===== src/rtl/gray_pkg.sv =====
// Shared types and sizing helpers for the grayscale result-memory readout engine.
package gray_pkg;

  typedef enum logic [1:0] {
    ST_IDLE  = 2'd0,
    ST_READ  = 2'd1,
    ST_DRAIN = 2'd2,
    ST_DONE  = 2'd3
  } state_t;

  localparam int DEF_IMAGE_HEIGHT = 5;
  localparam int DEF_IMAGE_WIDTH  = 5;
  localparam int FRAME_PIXELS     = DEF_IMAGE_HEIGHT * DEF_IMAGE_WIDTH;
  localparam int PIX_CNT_W        = $clog2(FRAME_PIXELS + 1);

  function automatic int pix_cnt_w(input int n);
    return $clog2(n + 1);
  endfunction

endpackage


===== src/rtl/pixel_skid_fifo.sv =====
// Two-entry pixel FIFO that absorbs BRAM read latency and downstream stalls.
// Each entry carries the pixel and a flag marking the final pixel of the frame.
module pixel_skid_fifo
  import gray_pkg::*;
#(
  parameter int DATA_W = 8
) (
  input  logic              clk,
  input  logic              rst_n,
  input  logic              i_push,
  input  logic [DATA_W-1:0] i_push_data,
  input  logic              i_push_last,
  input  logic              i_pop,
  output logic [1:0]        o_occ,
  output logic              o_head_valid,
  output logic [DATA_W-1:0] o_head_data,
  output logic              o_head_last
);

  logic [DATA_W-1:0] r_data [2];
  logic [1:0]        r_last;
  logic              r_rd_ptr;
  logic              r_wr_ptr;
  logic [1:0]        r_occ;

  always_ff @(posedge clk or negedge rst_n) begin
    if (!rst_n) begin
      r_data[0] <= '0;
      r_data[1] <= '0;
      r_last    <= '0;
      r_rd_ptr  <= 1'b0;
      r_wr_ptr  <= 1'b0;
      r_occ     <= '0;
    end else begin
      // On a full FIFO a push lands in the slot being popped this same edge.
      if (i_push) begin
        r_data[r_wr_ptr] <= i_push_data;
        r_last[r_wr_ptr] <= i_push_last;
        r_wr_ptr         <= ~r_wr_ptr;
      end
      if (i_pop) begin
        r_rd_ptr <= ~r_rd_ptr;
      end
      r_occ <= r_occ + {1'b0, i_push} - {1'b0, i_pop};
    end
  end

  assign o_occ        = r_occ;
  assign o_head_valid = (r_occ != 2'd0);
  assign o_head_data  = r_data[r_rd_ptr];
  assign o_head_last  = o_head_valid & r_last[r_rd_ptr];

endmodule


===== src/rtl/gray_frame_reader.sv =====
// Sweeps the result BRAM port B in raster order and streams the frame out over
// valid/ready, issuing reads only while the FIFO plus in-flight read has room.
module gray_frame_reader
  import gray_pkg::*;
#(
  parameter int IMAGE_HEIGHT     = DEF_IMAGE_HEIGHT,
  parameter int IMAGE_WIDTH      = DEF_IMAGE_WIDTH,
  parameter int DATA_COLOR_WIDTH = 8,
  parameter int ADRR_WIDTH_BRAM  = 6,
  parameter int BASE_ADDR        = 0
) (
  input  logic                        clk,
  input  logic                        rst_n,
  input  logic                        start,
  output logic                        busy,
  output logic                        done,
  output logic                        bram_en,
  output logic                        bram_we,
  output logic [ADRR_WIDTH_BRAM-1:0]  bram_addr,
  input  logic [DATA_COLOR_WIDTH-1:0] bram_q,
  output logic [DATA_COLOR_WIDTH-1:0] out_data,
  output logic                        out_valid,
  input  logic                        out_ready,
  output logic                        out_last
);

  localparam int N     = IMAGE_HEIGHT * IMAGE_WIDTH;
  localparam int CNT_W = pix_cnt_w(N);
  localparam logic [CNT_W-1:0]           N_CNT    = CNT_W'(N);
  localparam logic [CNT_W-1:0]           LAST_CNT = CNT_W'(N - 1);
  localparam logic [ADRR_WIDTH_BRAM-1:0] BASE     = ADRR_WIDTH_BRAM'(BASE_ADDR);

  if (N == 0 || BASE_ADDR + N > (1 << ADRR_WIDTH_BRAM)) begin : g_bad_cfg
    $error("gray_frame_reader: frame does not fit in the result BRAM");
  end

  state_t           r_state;
  state_t           w_state_nxt;
  logic [CNT_W-1:0] r_rd_cnt;
  logic [CNT_W-1:0] r_tx_cnt;
  logic             r_rd_vld_p1;
  logic             r_rd_last_p1;
  logic             w_rd_en;
  logic             w_pop;
  logic [1:0]       w_occ;
  logic [2:0]       w_level;
  logic             w_head_valid;
  logic             w_head_last;
  logic [DATA_COLOR_WIDTH-1:0] w_head_data;

  assign w_pop   = w_head_valid & out_ready;
  // Slots committed after this edge: buffered + returning read - leaving pixel.
  assign w_level = {1'b0, w_occ} + {2'b00, r_rd_vld_p1} - {2'b00, w_pop};

  always_comb begin
    w_state_nxt = r_state;
    w_rd_en     = 1'b0;
    busy        = 1'b0;
    done        = 1'b0;
    case (r_state)
      ST_IDLE: begin
        if (start) w_state_nxt = ST_READ;
      end
      ST_READ: begin
        busy    = 1'b1;
        w_rd_en = (r_rd_cnt != N_CNT) && (w_level < 3'd2);
        if (r_rd_cnt == N_CNT) w_state_nxt = ST_DRAIN;
      end
      ST_DRAIN: begin
        busy = 1'b1;
        if (w_pop && (r_tx_cnt == LAST_CNT)) w_state_nxt = ST_DONE;
      end
      ST_DONE: begin
        done        = 1'b1;
        w_state_nxt = ST_IDLE;
      end
      default: w_state_nxt = ST_IDLE;
    endcase
  end

  always_ff @(posedge clk or negedge rst_n) begin
    if (!rst_n) begin
      r_state      <= ST_IDLE;
      r_rd_cnt     <= '0;
      r_tx_cnt     <= '0;
      r_rd_vld_p1  <= 1'b0;
      r_rd_last_p1 <= 1'b0;
    end else begin
      r_state      <= w_state_nxt;
      r_rd_vld_p1  <= w_rd_en;
      r_rd_last_p1 <= w_rd_en && (r_rd_cnt == LAST_CNT);
      if (r_state == ST_DONE) begin
        r_rd_cnt <= '0;
        r_tx_cnt <= '0;
      end else begin
        if (w_rd_en) r_rd_cnt <= r_rd_cnt + 1'b1;
        if (w_pop)   r_tx_cnt <= r_tx_cnt + 1'b1;
      end
    end
  end

  // ---- stage p1: BRAM data returns and enters the FIFO ----
  pixel_skid_fifo #(
    .DATA_W (DATA_COLOR_WIDTH)
  ) u_fifo (
    .clk          (clk),
    .rst_n        (rst_n),
    .i_push       (r_rd_vld_p1),
    .i_push_data  (bram_q),
    .i_push_last  (r_rd_last_p1),
    .i_pop        (w_pop),
    .o_occ        (w_occ),
    .o_head_valid (w_head_valid),
    .o_head_data  (w_head_data),
    .o_head_last  (w_head_last)
  );

  assign bram_en   = w_rd_en;
  assign bram_we   = 1'b0;
  assign bram_addr = BASE + ADRR_WIDTH_BRAM'(r_rd_cnt);
  assign out_valid = w_head_valid;
  assign out_data  = w_head_data;
  assign out_last  = w_head_last;

endmodule

===== config.mk =====
export PLATFORM = sky130hd
export DESIGN_NAME = gray_frame_reader
export DESIGN_NICKNAME = d
export VERILOG_FILES = /design/src/rtl/gray_pkg.sv /design/src/rtl/pixel_skid_fifo.sv /design/src/rtl/gray_frame_reader.sv
export SDC_FILE = /design/constraint.sdc
export NUM_CORES = 1
export LEC_CHECK = 0
export BUFFER_PORTS_ARGS = -buffer_cell sky130_fd_sc_hd__buf_2
export CORE_UTILIZATION = 59
export CTS_BUF_LIST = sky130_fd_sc_hd__clkbuf_4 sky130_fd_sc_hd__clkbuf_8 sky130_fd_sc_hd__clkbuf_16
export DETAILED_ROUTE_END_ITERATION = 8
export PLACE_DENSITY = 0.83
export SLEW_MARGIN = 40
export SYNTH_ARGS = -nofsm -noshare
export SYNTH_HDL_FRONTEND = slang
export SYNTH_SLANG_ARGS = --single-unit

===== constraint.sdc =====
create_clock -name clk -period 6.01 [get_ports clk]
set_input_delay 0.9015 -clock clk [delete_from_list [all_inputs] [get_ports clk]]
set_output_delay 0.9015 -clock clk [all_outputs]
set_load 0.005 [all_outputs]

==> impl_metrics.ini <==
[sta]
hold_slack_ns = 0.496
setup_violations = 0
setup_tns_ns = 0
slew_violations = 0
setup_ws_ns = 2.28
max_freq_ghz = 0.268
finalHoldViolCount = 0
slew_headroom = 0.655
skew_ns = 0.00714
rsz0062_at_grt = no
fin_crit_sh = 0.621
worst_pin_slew_ns = 0.518
min_period_ns = 3.73

[critical_path]
critPathLaunch = out_ready
cp_max_fo = 6
reg2reg_slack_ns = 3.41
cp.required_ns = 5.11
r2r_end = r_rd_cnt[3]
cp-start-kind = primary input
reg2reg_depth = 10
reg2reg_from = u_fifo.o_occ[1]
worstSetupPathType = primary input to output pin
end_kind = output pin
arrival_ns = 2.83

[routing]
wirelength_um = 3180
routedWlPerCell_um = 15.3
dr_wl_met2_um = 1630
drcViolationCount = 2
ant_nets = 0
drt-met1-wl_um = 1370
first_pass_iters = 8
vias = 1161
wl_met3_um = 143
dr.first_iter.drc_count = 38
vias_per_cell = 5.58
top_layer = met4

[synthesis]
synth_xor_area_frac = 0.0527
synth.area.mux_share = 0.182
netlist_area_mm2 = 0.00180
yosys.area_share.simple = 0.113
synth_top_area_cell = dfrtp_1
synth.top_cells.by_count = 36 x dfrtp_1, 20 x mux2_2, 11 x ha_1, 11 x inv_1, 10 x nor2_1
avgSynthCellArea_um2 = 12.5
synth_most_common_cell = dfrtp_1
synth-compound-area-share = 0.0222
synth_area_leaders = dfrtp_1 50%, mux2_2 12%, ha_1 7.6%
synth_top_family_by_area = multiplexers
synth_cell_type_count = 29
synthFlopType = dfrtp_1
netlist_instances = 144
synth_seq_area_share = 0.500
synth-adder-area-share = 0.0874
synth_top_area_frac = 0.500
synth-edff-count = 0
yosysWarnings = 0
async_flop_share = 1.00
synth-seq-cells = 36

[layout]
layoutNonFillerInstCount = 208
fill_cells = 180
drive_above_1_share = 0.373
final_area_mm2 = 0.00209
syn2layout_area_growth_pct = 16.2
diodes = 0
final_core_utilization = 0.740
num-nets-final = 200

[floorplan]
rows = 19
core_mm2 = 0.00283
ios = 32
die_h_um = 57.3
die_width_um = 57.3
die_area_mm2 = 0.00328
start_util = 0.637

[clock_tree]
cts_setup_buffers = 0
cts_max_level = 2
clock_path_buffers = 2
ctsResizeCount = 0
cts_tree = yes
clkLatencyLatePin_ns = 0.34
cts-hold-fix-buffers = 0
cts_root_buf = clkbuf_4
cts_num_sinks = 36
cts_made_buffers = 5
clk_pin_slew_ns = 0.12

[placed_design]
postPlaceCellArea_mm2 = 0.00196
place_hpwl_um = 2260
placedCellCount = 200
portBuffers = 29
place_ws_ns = 2.28
gp_congestion = 0.866

[status]
violations = DRC
outcome = complete, but fails checks

[global_route]
grt_max_degree = 37
antenna_found_initial = 0
grt_first_pass_wirelength_um = 5600
grt_overflow = 0
track_usage = 0.233
grt_pass1_vias = 1248

[pwr]
ir_worst_vdd_uv = 300
p_leak_nw = 1.09
power_density_mw_per_mm2 = 521
total_power_mw = 1.09

[run]
cap_violations = 0

[worst_hold_path]
hp-class = primary input to async pin
registers in the layout, indices dropped and copies added, names as in the netlist:
name and flops:
r_rd_cnt 5, r_rd_last_p1 1, r_rd_vld_p1 1, r_state 2, r_tx_cnt 5, u_fifo.o_occ 2, u_fifo.r_data 16, u_fifo.r_last 2
u_fifo.r_rd_ptr 1, u_fifo.r_wr_ptr 1
how the worst max path moves through the flow:
stage	end	slack, ns	cells past startpoint
after CTS	bram_en	2.27	11
after global routing	bram_en	2.11	11
final	bram_en	2.28	11
after floorplan	bram_en	2.61	9
after global placement	bram_en	2.34	11
after detailed placement	bram_en	2.28	11
placed cells by master (no fill, tap or decap):
cell       Yosys  routed
bufinv_16      0       3
nand2_1        8       8
mux2i_1        2       2
buf_2          2      28
nor2b_2        0       1
mux2_2        20      20
nand4b_2       1       1
nand4b_1       2       2
dfrtp_1       36      36
a22oi_1        1       1
xnor2_1        2       2
mux2_1         6       6
a21oi_1        3       3
fa_1           1       1
xor2_2         1       1
nand2b_1       1       1
nand3_2        1       1
clkbuf_4       0       5
conb_1         1       2
ha_1          11      11
buf_4          2       1
and4b_1        2       2
inv_2          1       1
inv_1         11      11
nand4_1        5       5
xor2_1         7       7
nand4b_4       1       1
nor2_1        10      10
o21ai_2        2       2
mux2_4         1       1
nor2b_1        2       1
layout make-up:
class                           instances  area (µm²)  area share
Clock inverter                          3        90.1      0.0430
Sequential cell                        36         901       0.430
Timing Repair Buffer                   29         148      0.0705
Inverter                               12        45.0      0.0215
Clock buffer                            5        37.5      0.0179
Tap cell                               31        38.8      0.0185
Multi-Input combinational cell         92         835       0.398
worst max-delay path, stage by stage:
cell and delay (ns):
buf_2 0.11, o21ai_2 0.11, inv_2 0.12, ha_1 0.29, inv_1 0.04, ha_1 0.18
fa_1 0.41, xor2_2 0.26, nand4b_2 0.20, inv_1 0.11, buf_2 0.11
kinds of logic after synthesis:
kind of cell               count (synthesis)
xor gates and xnor gates                  10
muxes                                     29
buffers and inverters                     17
AOI/OAI and AO/OA                          6
DFF                                       36
other                                      1
adders and majority gates                 12
and+or+nand+nor                           33
report_power, final:
part           total [mW]  internal (mW)  switching (mW)
logic               0.416          0.225           0.191
registers           0.420          0.338          0.0825
clock network       0.254          0.171          0.0828
per-layer routing:
metal	vias up	GRT usage
met5	-	0
met4	0	0.0871
met3	4	0.0816
met2	32	0.376
met1	575	0.291
li1	550	-
Power figures use the tool's default switching activity.
